--- config.mk ---
export PLATFORM = sky130hd
export DESIGN_NAME = dm_port_arbiter_flat
export DESIGN_NICKNAME = d
export VERILOG_FILES = /design/src/rtl/dm_port_arbiter_if.sv /design/src/rtl/dm_port_arbiter.sv /design/src/flat_wrapper.sv
export SDC_FILE = /design/constraint.sdc
export NUM_CORES = 1
export LEC_CHECK = 0
export BUFFER_PORTS_ARGS = -buffer_cell sky130_fd_sc_hd__buf_2
export CAP_MARGIN = 20
export CORE_ASPECT_RATIO = 0.7
export CORE_MARGIN = 1
export CORE_UTILIZATION = 50
export DETAILED_ROUTE_END_ITERATION = 8
export PLACE_DENSITY = 0.89
export RECOVER_POWER = 100
export REMOVE_ABC_BUFFERS = 1
export SETUP_SLACK_MARGIN = 0.2
export SLEW_MARGIN = 20
export SYNTH_ARGS = -nofsm -noshare
export SYNTH_HDL_FRONTEND = slang
export SYNTH_SLANG_ARGS = --single-unit
--- constraint.sdc ---
create_clock -name clk -period 3.85 [get_ports clk]
set_input_delay 0.1925 -clock clk [delete_from_list [all_inputs] [get_ports clk]]
set_output_delay 0.1925 -clock clk [all_outputs]
set_load 0.005 [all_outputs]
--- src/rtl/dm_port_arbiter_if.sv ---
// Bundle of requester handshakes (ports 0/1) and the data-memory bus.
// slave = arbiter side, master = requesters plus DM side.
interface dm_port_arbiter_if #(
  parameter int ADDR_W = 10
);
  logic              p0_req;
  logic              p0_we;
  logic [31:0]       p0_addr;
  logic [1:0]        p0_type;
  logic              p0_unsigned;
  logic [31:0]       p0_wdata;
  logic              p0_gnt;
  logic              p0_rvalid;
  logic [31:0]       p0_rdata;
  logic              p0_err;

  logic              p1_req;
  logic              p1_we;
  logic [31:0]       p1_addr;
  logic [1:0]        p1_type;
  logic              p1_unsigned;
  logic [31:0]       p1_wdata;
  logic              p1_gnt;
  logic              p1_rvalid;
  logic [31:0]       p1_rdata;
  logic              p1_err;

  logic              mem_en;
  logic [3:0]        mem_we;
  logic [ADDR_W-1:0] mem_addr;
  logic [31:0]       mem_wdata;
  logic [31:0]       mem_rdata;

  modport slave (
    input  p0_req, p0_we, p0_addr, p0_type, p0_unsigned, p0_wdata,
    output p0_gnt, p0_rvalid, p0_rdata, p0_err,
    input  p1_req, p1_we, p1_addr, p1_type, p1_unsigned, p1_wdata,
    output p1_gnt, p1_rvalid, p1_rdata, p1_err,
    output mem_en, mem_we, mem_addr, mem_wdata,
    input  mem_rdata
  );

  modport master (
    output p0_req, p0_we, p0_addr, p0_type, p0_unsigned, p0_wdata,
    input  p0_gnt, p0_rvalid, p0_rdata, p0_err,
    output p1_req, p1_we, p1_addr, p1_type, p1_unsigned, p1_wdata,
    input  p1_gnt, p1_rvalid, p1_rdata, p1_err,
    input  mem_en, mem_we, mem_addr, mem_wdata,
    output mem_rdata
  );
endinterface

--- src/rtl/dm_port_arbiter.sv ---
// Two-port round-robin sequencer for a 1-cycle-latency word-wide data memory.
// Optional performance counters: define DM_PORT_ARBITER_PERF_EN.
module dm_port_arbiter #(
  parameter int ADDR_W = 10
) (
  input  logic clk,
  input  logic reset,
  dm_port_arbiter_if.slave bus
`ifdef DM_PORT_ARBITER_PERF_EN
  ,
  output logic [31:0] perf_p0_cnt,
  output logic [31:0] perf_p1_cnt,
  output logic [31:0] perf_conflict_cnt
`endif
);

  typedef enum logic [1:0] {
    IDLE  = 2'd0,
    ISSUE = 2'd1,
    WAIT  = 2'd2
  } state_t;

  state_t            state, state_n;
  logic              rr;
  logic              owner;
  logic              grant;
  logic              win;

  logic              l_we;
  logic              l_uns;
  logic [1:0]        l_type;
  logic [ADDR_W+1:0] l_addr;
  logic [31:0]       l_wdata;

  logic              l_bad;
  logic              issue;
  logic [3:0]        st_be;
  logic [31:0]       st_data;
  logic [15:0]       ld_half;
  logic [7:0]        ld_byte;
  logic [31:0]       ld_data;
  logic [31:0]       result;

  logic              unused_addr_hi;
  assign unused_addr_hi = ^{bus.p0_addr[31:ADDR_W+2], bus.p1_addr[31:ADDR_W+2]};

  always_comb begin
    state_n = state;
    grant   = 1'b0;
    win     = 1'b0;
    case (state)
      IDLE: begin
        if (!reset && (bus.p0_req || bus.p1_req)) begin
          grant   = 1'b1;
          win     = (bus.p0_req && bus.p1_req) ? rr : bus.p1_req;
          state_n = ISSUE;
        end
      end
      ISSUE:   state_n = WAIT;
      WAIT:    state_n = IDLE;
      default: state_n = IDLE;
    endcase
  end

  assign bus.p0_gnt = grant & ~win;
  assign bus.p1_gnt = grant & win;

  assign l_bad = (l_type == 2'b11) ||
                 (l_type == 2'b00 && l_addr[1:0] != 2'b00) ||
                 (l_type == 2'b01 && l_addr[0]);

  always_comb begin
    st_be   = '0;
    st_data = l_wdata;
    case (l_type)
      2'b00: st_be = 4'b1111;
      2'b01: begin
        st_be   = l_addr[1] ? 4'b1100 : 4'b0011;
        st_data = {2{l_wdata[15:0]}};
      end
      2'b10: begin
        st_be   = 4'b0001 << l_addr[1:0];
        st_data = {4{l_wdata[7:0]}};
      end
      default: st_be = '0;
    endcase
  end

  assign issue         = (state == ISSUE) && !l_bad;
  assign bus.mem_en    = issue;
  assign bus.mem_we    = (issue && l_we) ? st_be : '0;
  assign bus.mem_addr  = issue ? l_addr[ADDR_W+1:2] : '0;
  assign bus.mem_wdata = (issue && l_we) ? st_data : '0;

  always_comb begin
    ld_half = l_addr[1] ? bus.mem_rdata[31:16] : bus.mem_rdata[15:0];
    ld_byte = bus.mem_rdata[7:0];
    case (l_addr[1:0])
      2'd0:    ld_byte = bus.mem_rdata[7:0];
      2'd1:    ld_byte = bus.mem_rdata[15:8];
      2'd2:    ld_byte = bus.mem_rdata[23:16];
      default: ld_byte = bus.mem_rdata[31:24];
    endcase
    ld_data = bus.mem_rdata;
    case (l_type)
      2'b01:   ld_data = {{16{~l_uns & ld_half[15]}}, ld_half};
      2'b10:   ld_data = {{24{~l_uns & ld_byte[7]}}, ld_byte};
      default: ld_data = bus.mem_rdata;
    endcase
    result = (l_bad || l_we) ? '0 : ld_data;
  end

  always_ff @(posedge clk) begin
    if (reset) begin
      state         <= IDLE;
      rr            <= 1'b0;
      owner         <= 1'b0;
      l_we          <= 1'b0;
      l_uns         <= 1'b0;
      l_type        <= '0;
      l_addr        <= '0;
      l_wdata       <= '0;
      bus.p0_rvalid <= 1'b0;
      bus.p0_err    <= 1'b0;
      bus.p0_rdata  <= '0;
      bus.p1_rvalid <= 1'b0;
      bus.p1_err    <= 1'b0;
      bus.p1_rdata  <= '0;
    end else begin
      state <= state_n;
      if (grant) begin
        owner   <= win;
        rr      <= ~win;
        l_we    <= win ? bus.p1_we       : bus.p0_we;
        l_uns   <= win ? bus.p1_unsigned : bus.p0_unsigned;
        l_type  <= win ? bus.p1_type     : bus.p0_type;
        l_addr  <= win ? bus.p1_addr[ADDR_W+1:0] : bus.p0_addr[ADDR_W+1:0];
        l_wdata <= win ? bus.p1_wdata    : bus.p0_wdata;
      end
      // Response registers of the non-owner keep their rdata and stay idle.
      bus.p0_rvalid <= (state == WAIT) && !owner;
      bus.p0_err    <= (state == WAIT) && !owner && l_bad;
      bus.p1_rvalid <= (state == WAIT) && owner;
      bus.p1_err    <= (state == WAIT) && owner && l_bad;
      if (state == WAIT && !owner) bus.p0_rdata <= result;
      if (state == WAIT && owner)  bus.p1_rdata <= result;
    end
  end

`ifdef DM_PORT_ARBITER_PERF_EN
  always_ff @(posedge clk) begin
    if (reset) begin
      perf_p0_cnt       <= '0;
      perf_p1_cnt       <= '0;
      perf_conflict_cnt <= '0;
    end else begin
      if (bus.p0_gnt) perf_p0_cnt <= perf_p0_cnt + 32'd1;
      if (bus.p1_gnt) perf_p1_cnt <= perf_p1_cnt + 32'd1;
      if (state == IDLE && bus.p0_req && bus.p1_req)
        perf_conflict_cnt <= perf_conflict_cnt + 32'd1;
    end
  end
`endif

endmodule

--- src/flat_wrapper.sv ---
// flat-port wrapper written by rule: the top's interface ports become plain ports
module dm_port_arbiter_flat 
#(
  parameter int ADDR_W = 10
)
  (clk, reset, bus_p0_req, bus_p0_we, bus_p0_addr, bus_p0_type, bus_p0_unsigned, bus_p0_wdata, bus_p0_gnt, bus_p0_rvalid, bus_p0_rdata, bus_p0_err, bus_p1_req, bus_p1_we, bus_p1_addr, bus_p1_type, bus_p1_unsigned, bus_p1_wdata, bus_p1_gnt, bus_p1_rvalid, bus_p1_rdata, bus_p1_err, bus_mem_en, bus_mem_we, bus_mem_addr, bus_mem_wdata, bus_mem_rdata);
  dm_port_arbiter_if #(.ADDR_W(ADDR_W)) bus_i ();
  input  logic clk;
  input  logic reset;
  input wire logic [$bits(bus_i.p0_req)-1:0] bus_p0_req;
  input wire logic [$bits(bus_i.p0_we)-1:0] bus_p0_we;
  input wire logic [$bits(bus_i.p0_addr)-1:0] bus_p0_addr;
  input wire logic [$bits(bus_i.p0_type)-1:0] bus_p0_type;
  input wire logic [$bits(bus_i.p0_unsigned)-1:0] bus_p0_unsigned;
  input wire logic [$bits(bus_i.p0_wdata)-1:0] bus_p0_wdata;
  output wire logic [$bits(bus_i.p0_gnt)-1:0] bus_p0_gnt;
  output wire logic [$bits(bus_i.p0_rvalid)-1:0] bus_p0_rvalid;
  output wire logic [$bits(bus_i.p0_rdata)-1:0] bus_p0_rdata;
  output wire logic [$bits(bus_i.p0_err)-1:0] bus_p0_err;
  input wire logic [$bits(bus_i.p1_req)-1:0] bus_p1_req;
  input wire logic [$bits(bus_i.p1_we)-1:0] bus_p1_we;
  input wire logic [$bits(bus_i.p1_addr)-1:0] bus_p1_addr;
  input wire logic [$bits(bus_i.p1_type)-1:0] bus_p1_type;
  input wire logic [$bits(bus_i.p1_unsigned)-1:0] bus_p1_unsigned;
  input wire logic [$bits(bus_i.p1_wdata)-1:0] bus_p1_wdata;
  output wire logic [$bits(bus_i.p1_gnt)-1:0] bus_p1_gnt;
  output wire logic [$bits(bus_i.p1_rvalid)-1:0] bus_p1_rvalid;
  output wire logic [$bits(bus_i.p1_rdata)-1:0] bus_p1_rdata;
  output wire logic [$bits(bus_i.p1_err)-1:0] bus_p1_err;
  output wire logic [$bits(bus_i.mem_en)-1:0] bus_mem_en;
  output wire logic [$bits(bus_i.mem_we)-1:0] bus_mem_we;
  output wire logic [$bits(bus_i.mem_addr)-1:0] bus_mem_addr;
  output wire logic [$bits(bus_i.mem_wdata)-1:0] bus_mem_wdata;
  input wire logic [$bits(bus_i.mem_rdata)-1:0] bus_mem_rdata;
  assign bus_i.p0_req = bus_p0_req;
  assign bus_i.p0_we = bus_p0_we;
  assign bus_i.p0_addr = bus_p0_addr;
  assign bus_i.p0_type = bus_p0_type;
  assign bus_i.p0_unsigned = bus_p0_unsigned;
  assign bus_i.p0_wdata = bus_p0_wdata;
  assign bus_p0_gnt = bus_i.p0_gnt;
  assign bus_p0_rvalid = bus_i.p0_rvalid;
  assign bus_p0_rdata = bus_i.p0_rdata;
  assign bus_p0_err = bus_i.p0_err;
  assign bus_i.p1_req = bus_p1_req;
  assign bus_i.p1_we = bus_p1_we;
  assign bus_i.p1_addr = bus_p1_addr;
  assign bus_i.p1_type = bus_p1_type;
  assign bus_i.p1_unsigned = bus_p1_unsigned;
  assign bus_i.p1_wdata = bus_p1_wdata;
  assign bus_p1_gnt = bus_i.p1_gnt;
  assign bus_p1_rvalid = bus_i.p1_rvalid;
  assign bus_p1_rdata = bus_i.p1_rdata;
  assign bus_p1_err = bus_i.p1_err;
  assign bus_mem_en = bus_i.mem_en;
  assign bus_mem_we = bus_i.mem_we;
  assign bus_mem_addr = bus_i.mem_addr;
  assign bus_mem_wdata = bus_i.mem_wdata;
  assign bus_i.mem_rdata = bus_mem_rdata;
  dm_port_arbiter #(.ADDR_W(ADDR_W)) u_core (.clk(clk), .reset(reset), .bus(bus_i));
endmodule
* Yosys cells after proc, flatten, opt, wreduce, memory -nomap -nowiden
Index checks and enable logic that the tools add are counted.
** Storage, ports and cells
- Output and inout bits :: 117
- Bits in registers :: 120
- Logic and storage cells :: 72
- Bits of input ports :: 172
** Cells by class
- Shift operators :: 1
- Equality and inequality tests :: 8
- Reductions and logical operators :: 21
- Bitwise logic cells :: 6
- Mux-type cells :: 22
** Operator list (count)
- 32-bit case mux with 2 select lines :: 2
- 32-bit two-way mux :: 3
- 8-bit case mux with 3 select lines :: 1
- 16-bit two-way mux :: 1
- 12-bit two-way mux :: 1
- 4-bit case mux with 3 select lines :: 1
- 1-bit logical AND :: 10
- 10-bit two-way mux :: 1
- 2-bit == test, second input constant :: 4
- 4-bit two-way mux :: 2
- 1-bit two-way mux :: 7
- 2-bit by 1-bit == test with 1-bit output, second input constant :: 3
- 2-bit zero test :: 3
- 1-bit bitwise AND :: 4
- 1-bit logical OR :: 4
- 2-bit two-way mux :: 2
- 2-bit case mux with 2 select lines :: 1
- 1-bit by 2-bit << shifter with 4-bit output, first input constant :: 1
- 1-bit zero test :: 3
- 2-bit by 1-bit inequality test with 1-bit output, second input constant :: 1
- 1-bit NOT :: 2
- 2-bit nonzero test :: 1

* Depth between registers and ports, before layout
- Depth after elaboration :: 8
- Mapped depth :: 9
- Gate-level depth less buffers :: 6

* Worst setup path after synthesis
Ideal clock, no wire load.
- Path kind :: reg-to-output
- Start :: register u_core.l_type[0]
- End :: output bus_mem_wdata[11]
- Cell stages (with the launch flop) :: 9
- Arrival :: 1970 ps
- Setup slack :: 1688 ps
- Data required time :: 3658 ps
- Cell sequence :: dfxtp_1 > inv_1 > ha_1 > or3_1 > buf_2 > a211o_1 > clkbuf_1 > a21o_1 > nor2_1
** On the way
- Word-level cells in the longest chain between the ends :: 8
** RTL lines
- start, declared :: line dm_port_arbiter.sv:31 : logic [1:0] l_type;
- start signal, assigned :: line dm_port_arbiter.sv:136 : l_type <= win ? bus.p1_type : bus.p0_type;
- 2-bit zero test :: line dm_port_arbiter.sv:69 : (l_type == 2'b00 && l_addr[1:0] != 2'b00) ||
- 1-bit logical AND :: line dm_port_arbiter.sv:69
- 1-bit logical OR :: line dm_port_arbiter.sv:68 : assign l_bad = (l_type == 2'b11) ||
- 1-bit logical OR :: line dm_port_arbiter.sv:69
- 1-bit zero test :: line dm_port_arbiter.sv:89 : assign issue = (state == ISSUE) && !l_bad;
- 1-bit logical AND :: line dm_port_arbiter.sv:89
- 1-bit logical AND :: line dm_port_arbiter.sv:93 : assign bus.mem_wdata = (issue && l_we) ? st_data : '0;
- 32-bit two-way mux * :: line dm_port_arbiter.sv:93
- end, declared :: line flat_wrapper.sv:33 : output wire logic [$bits(bus_i.mem_wdata)-1:0] bus_mem_wdata;
Every way passes the cells marked *; elsewhere a longest branch is shown, timed or not.

* Worst setup path after layout
- Start :: register u_core.l_type[1]
- End :: register u_core.bus.p1_rdata[20]
** On the way
- Word-level cells in the longest chain between the ends :: 6
** RTL lines
- 2-bit zero test :: line dm_port_arbiter.sv:69
- 1-bit logical AND :: line dm_port_arbiter.sv:69
- 1-bit logical OR :: line dm_port_arbiter.sv:68
- 1-bit logical OR :: line dm_port_arbiter.sv:69
- 1-bit logical OR :: line dm_port_arbiter.sv:110 : result = (l_bad || l_we) ? '0 : ld_data;
- 32-bit two-way mux * :: line dm_port_arbiter.sv:110
- end signal, assigned :: line dm_port_arbiter.sv:146 : if (state == WAIT && owner) bus.p1_rdata <= result;
- end, declared :: line dm_port_arbiter_if.sv:38 : output p1_gnt, p1_rvalid, p1_rdata, p1_err,
Marks and branches as above.
A chain may end at the register's enable or synchronous reset.

==> run_results.csv <==
group,metric,value,unit
status,outcome,"complete, but fails checks",
status,violations,"max-capacitance violations, max-slew violations",
power,ir_worst_vdd,401,µV
clocking,cts_tree,"done",
timing,finClkSkew,9.90,ps
synthesis,netlist_instances,700,
clocking,cts_sinks,120,
placed_design,place_congestion,0.885,
setup_path,endpoint,"u_core.bus.p1_rdata[20]",
placed_design,post_dp_cell_area,7080,µm²
floorplanning,die_height,91.9,µm
clocking,holdBufCountCts,0,
clocking,path_clk_slew,60,ps
routing,wl_per_cell,17.4,µm
final_layout,fin_nets,1094,
timing,worstMarginPinSlew,2140,ps
grt,grt_pass1_wl,29100,µm
grt,grt_pass1_vias,5710,
synthesis,yosysTopAreaCell,"dfxtp_1",
setup_path,r2r_slack,440,ps
final_layout,design_area,7550,µm²
setup_path,cp-end-kind,"flip-flop",
timing,fin_hold_ws,44.0,ps
floorplanning,num_io_pins,289,
floorplanning,die_w,130,µm
flow_run,max_cap_violations,2,
synthesis,syn_area_per_cell,8.24,µm²
synthesis,yosys.cell_types.count,44,
timing,setup_violations,0,
floorplanning,core,11100,µm²
synthesis,yosysSeqAreaShare,41.7,%
synthesis,yosys-top-cells-area,"dfxtp_1 (42%), nand2_1 (8.3%), nor2_1 (7.3%)",
timing,post-route-period-util,88.6,%
setup_path,r2r_cells,7,
final_layout,drive_above_1_share,24.2,%
clocking,clk_path_buf_depth,2,
setup_path,regToRegStartpoint,"u_core.l_type[1]",
timing,hold_viol,0,
routing,wl,18900,µm
synthesis,ys_ff_latch,120,
routing,drtIter0Drc,489,
floorplanning,num_rows,32,
setup_path,startpoint_type,"flip-flop",
floorplanning,start_util,51.8,%
clocking,cts-root-buf,"clkbuf_16",
synthesis,synth_area,5770,µm²
placed_design,dpl.hpwl,12700,µm
grt,grt_overflow_total,0,
power,p_per_area,474,nW/µm²
timing,fin_tns_setup,0,ps
setup_path,crit_start,"u_core.l_type[1]",
setup_path,r2r_end,"u_core.bus.p1_rdata[20]",
clocking,htree_levels,4,
timing,slew_headroom,-44.1,%
power,report.power.total,3.57,mW
synthesis,synth_top_area_share,41.7,%
routing,first_pass_iters,7,
setup_path,critical_path_arrival,3760,ps
floorplanning,die_area,12000,µm²
synthesis,synth_edf_count,0,
grt,antenna_found_initial,2,
routing,viasPerCell,5.80,
timing,finalMaxSlewViolations,101,
final_layout,areaGrowthSynthToFinish,30.9,%
clocking,cts_resized,0,
grt,grt_max_degree,84,
grt,grt_util_all_layers,31.5,%
placed_design,io_buffers,248,
timing,timing.final.crit_period,3410,ps
min_path,hp-class,"in -> reg",
clocking,numCtsBuffers,17,
timing,fmax,0.293,GHz
setup_path,worstPathRequired,4200,ps
synthesis,synth_warnings,0,
final_layout,fin_cells,1086,
power,leakagePower,3.22,nW
timing,rsz0062_at_grt,"false",
routing,ant_nets,0,
synthesis,synth_flop_cell,"dfxtp_1",
clocking,cts_setup_buffers,0,
synthesis,synthArstFlopShare,0,%
routing,vias,6304,
routing,post-route-drc-count,0,
setup_path,worstPathMaxFanout,16,
clocking,clock_latency,410,ps
setup_path,critical_path_class,"reg -> reg",
placed_design,dp.cells,1052,
synth_stat cells (8+ instances only):
| cell type | count |
|---|---|
| a21o_1 | 8 |
| a21oi_1 | 25 |
| a22o_1 | 46 |
| a22oi_1 | 16 |
| a311oi_1 | 48 |
| a32o_1 | 12 |
| and2_1 | 12 |
| and3_1 | 10 |
| clkbuf_1 | 50 |
| dfxtp_1 | 120 |
| inv_1 | 11 |
| mux2i_1 | 16 |
| nand2_1 | 127 |
| nor2_1 | 112 |
| o21ai_0 | 13 |
sequential cells by signal, summed over array words and instances, names as in the netlist:
| name | flops |
|---|---|
| u_core.bus.p1_rvalid | 1 |
| u_core.l_we | 1 |
| u_core.bus.p0_rdata | 32 |
| u_core.bus.p0_err | 1 |
| u_core.bus.p0_rvalid | 1 |
| u_core.l_uns | 1 |
| u_core.owner | 1 |
| u_core.bus.p1_rdata | 32 |
| u_core.rr | 1 |
| u_core.l_addr | 12 |
| u_core.bus.p1_err | 1 |
| u_core.state | 2 |
| u_core.l_wdata | 32 |
| u_core.l_type | 2 |
placed cells by master (no fill, tap or decap), types with 3 or more instances in the layout:
| cell type | instances |
|---|---|
| nor2_1 | 111 |
| a22o_1 | 46 |
| a311oi_1 | 48 |
| o21a_1 | 3 |
| o211ai_1 | 4 |
| and2_1 | 8 |
| nand2_1 | 127 |
| clkbuf_1 | 75 |
| clkbuf_16 | 17 |
| and2_0 | 4 |
| a21oi_1 | 25 |
| buf_2 | 172 |
| dfxtp_1 | 120 |
| clkinvlp_4 | 4 |
| a211oi_1 | 5 |
| nor2b_1 | 3 |
| o2bb2ai_1 | 3 |
| nand2b_1 | 3 |
| a32o_1 | 12 |
| nand3b_1 | 4 |
| a221oi_1 | 4 |
| o221ai_1 | 3 |
| a21o_1 | 8 |
| buf_4 | 8 |
| and3_1 | 10 |
| o21ai_0 | 12 |
| clkbuf_8 | 4 |
| ha_1 | 4 |
| nor3_1 | 3 |
| a32oi_1 | 4 |
| a22oi_1 | 16 |
| inv_1 | 12 |
| clkbuf_2 | 6 |
| mux2i_1 | 16 |
layer usage:
| layer | global-route usage [%] | routed length (µm) |
|---|---|---|
| met1 | 43.1 | 8560 |
| met3 | 5.95 | 1430 |
| met2 | 48.6 | 8490 |
| met4 | 12.5 | 369 |
| met5 | 0 | 0 |
cell families (layout without fill, tap and decap cells):
group | after synthesis | after routing | synth area share, %
simple gates | 278 | 278 | 19.8
compound gates | 206 | 206 | 29.2
flops | 120 | 120 | 41.7
buf+inv | 74 | 305 | 5.23
mux | 18 | 18 | 3.17
fa+ha+maj | 4 | 4 | 0.868
other cells | 0 | 2 | 0
through the flow:
step	utilization [%]	setup slack, ps
3_3_place_gp	63.6	1180
4_1_cts	69.0	690
3_5_place_dp	63.6	1120
2_1_floorplan	-	585
6_report	67.8	438
5_1_grt	67.8	278
critical path: stages (launching register included):
cell       delay, ps
dfxtp_1          410
inv_1             90
ha_1             230
or3_1            570
a2111oi_4        410
clkbuf_1         580
a21boi_2         810
a22o_1           250
cell type report:
class,count,area (µm²)
multi-input combinational,506,3070
timing repair buffer,261,1230
clock buffer,22,484
sequential,120,2400
inverter,12,45.0
clock inverter,10,118
fill,980,3580
antenna,2,5.00
tap,153,191
worst min-delay path by stage:
stage | from | endpoint | slack (ps) | cells after the start
after floorplan | reset | u_core.owner | 260 | 1
after global placement | u_core.bus.p1_rdata[3] | u_core.bus.p1_rdata[3] | 430 | 2
after detailed placement | u_core.bus.p1_rdata[3] | u_core.bus.p1_rdata[3] | 440 | 2
after CTS | bus_p1_addr[3] | u_core.l_addr[3] | 30 | 3
after global routing | bus_p1_wdata[21] | u_core.l_wdata[21] | 40 | 3
final | bus_p1_addr[5] | u_core.l_addr[5] | 40 | 3
report_power, final:
part	total, mW	leakage (nW)	internal (mW)	switching (mW)
Combinational	0.603	1.96	0.226	0.377
Sequential	1.37	0.977	1.31	0.0607
Clock	1.60	0.285	1.02	0.580
Total	3.57	3.22	2.56	1.02
Power figures use the tool's default switching activity.
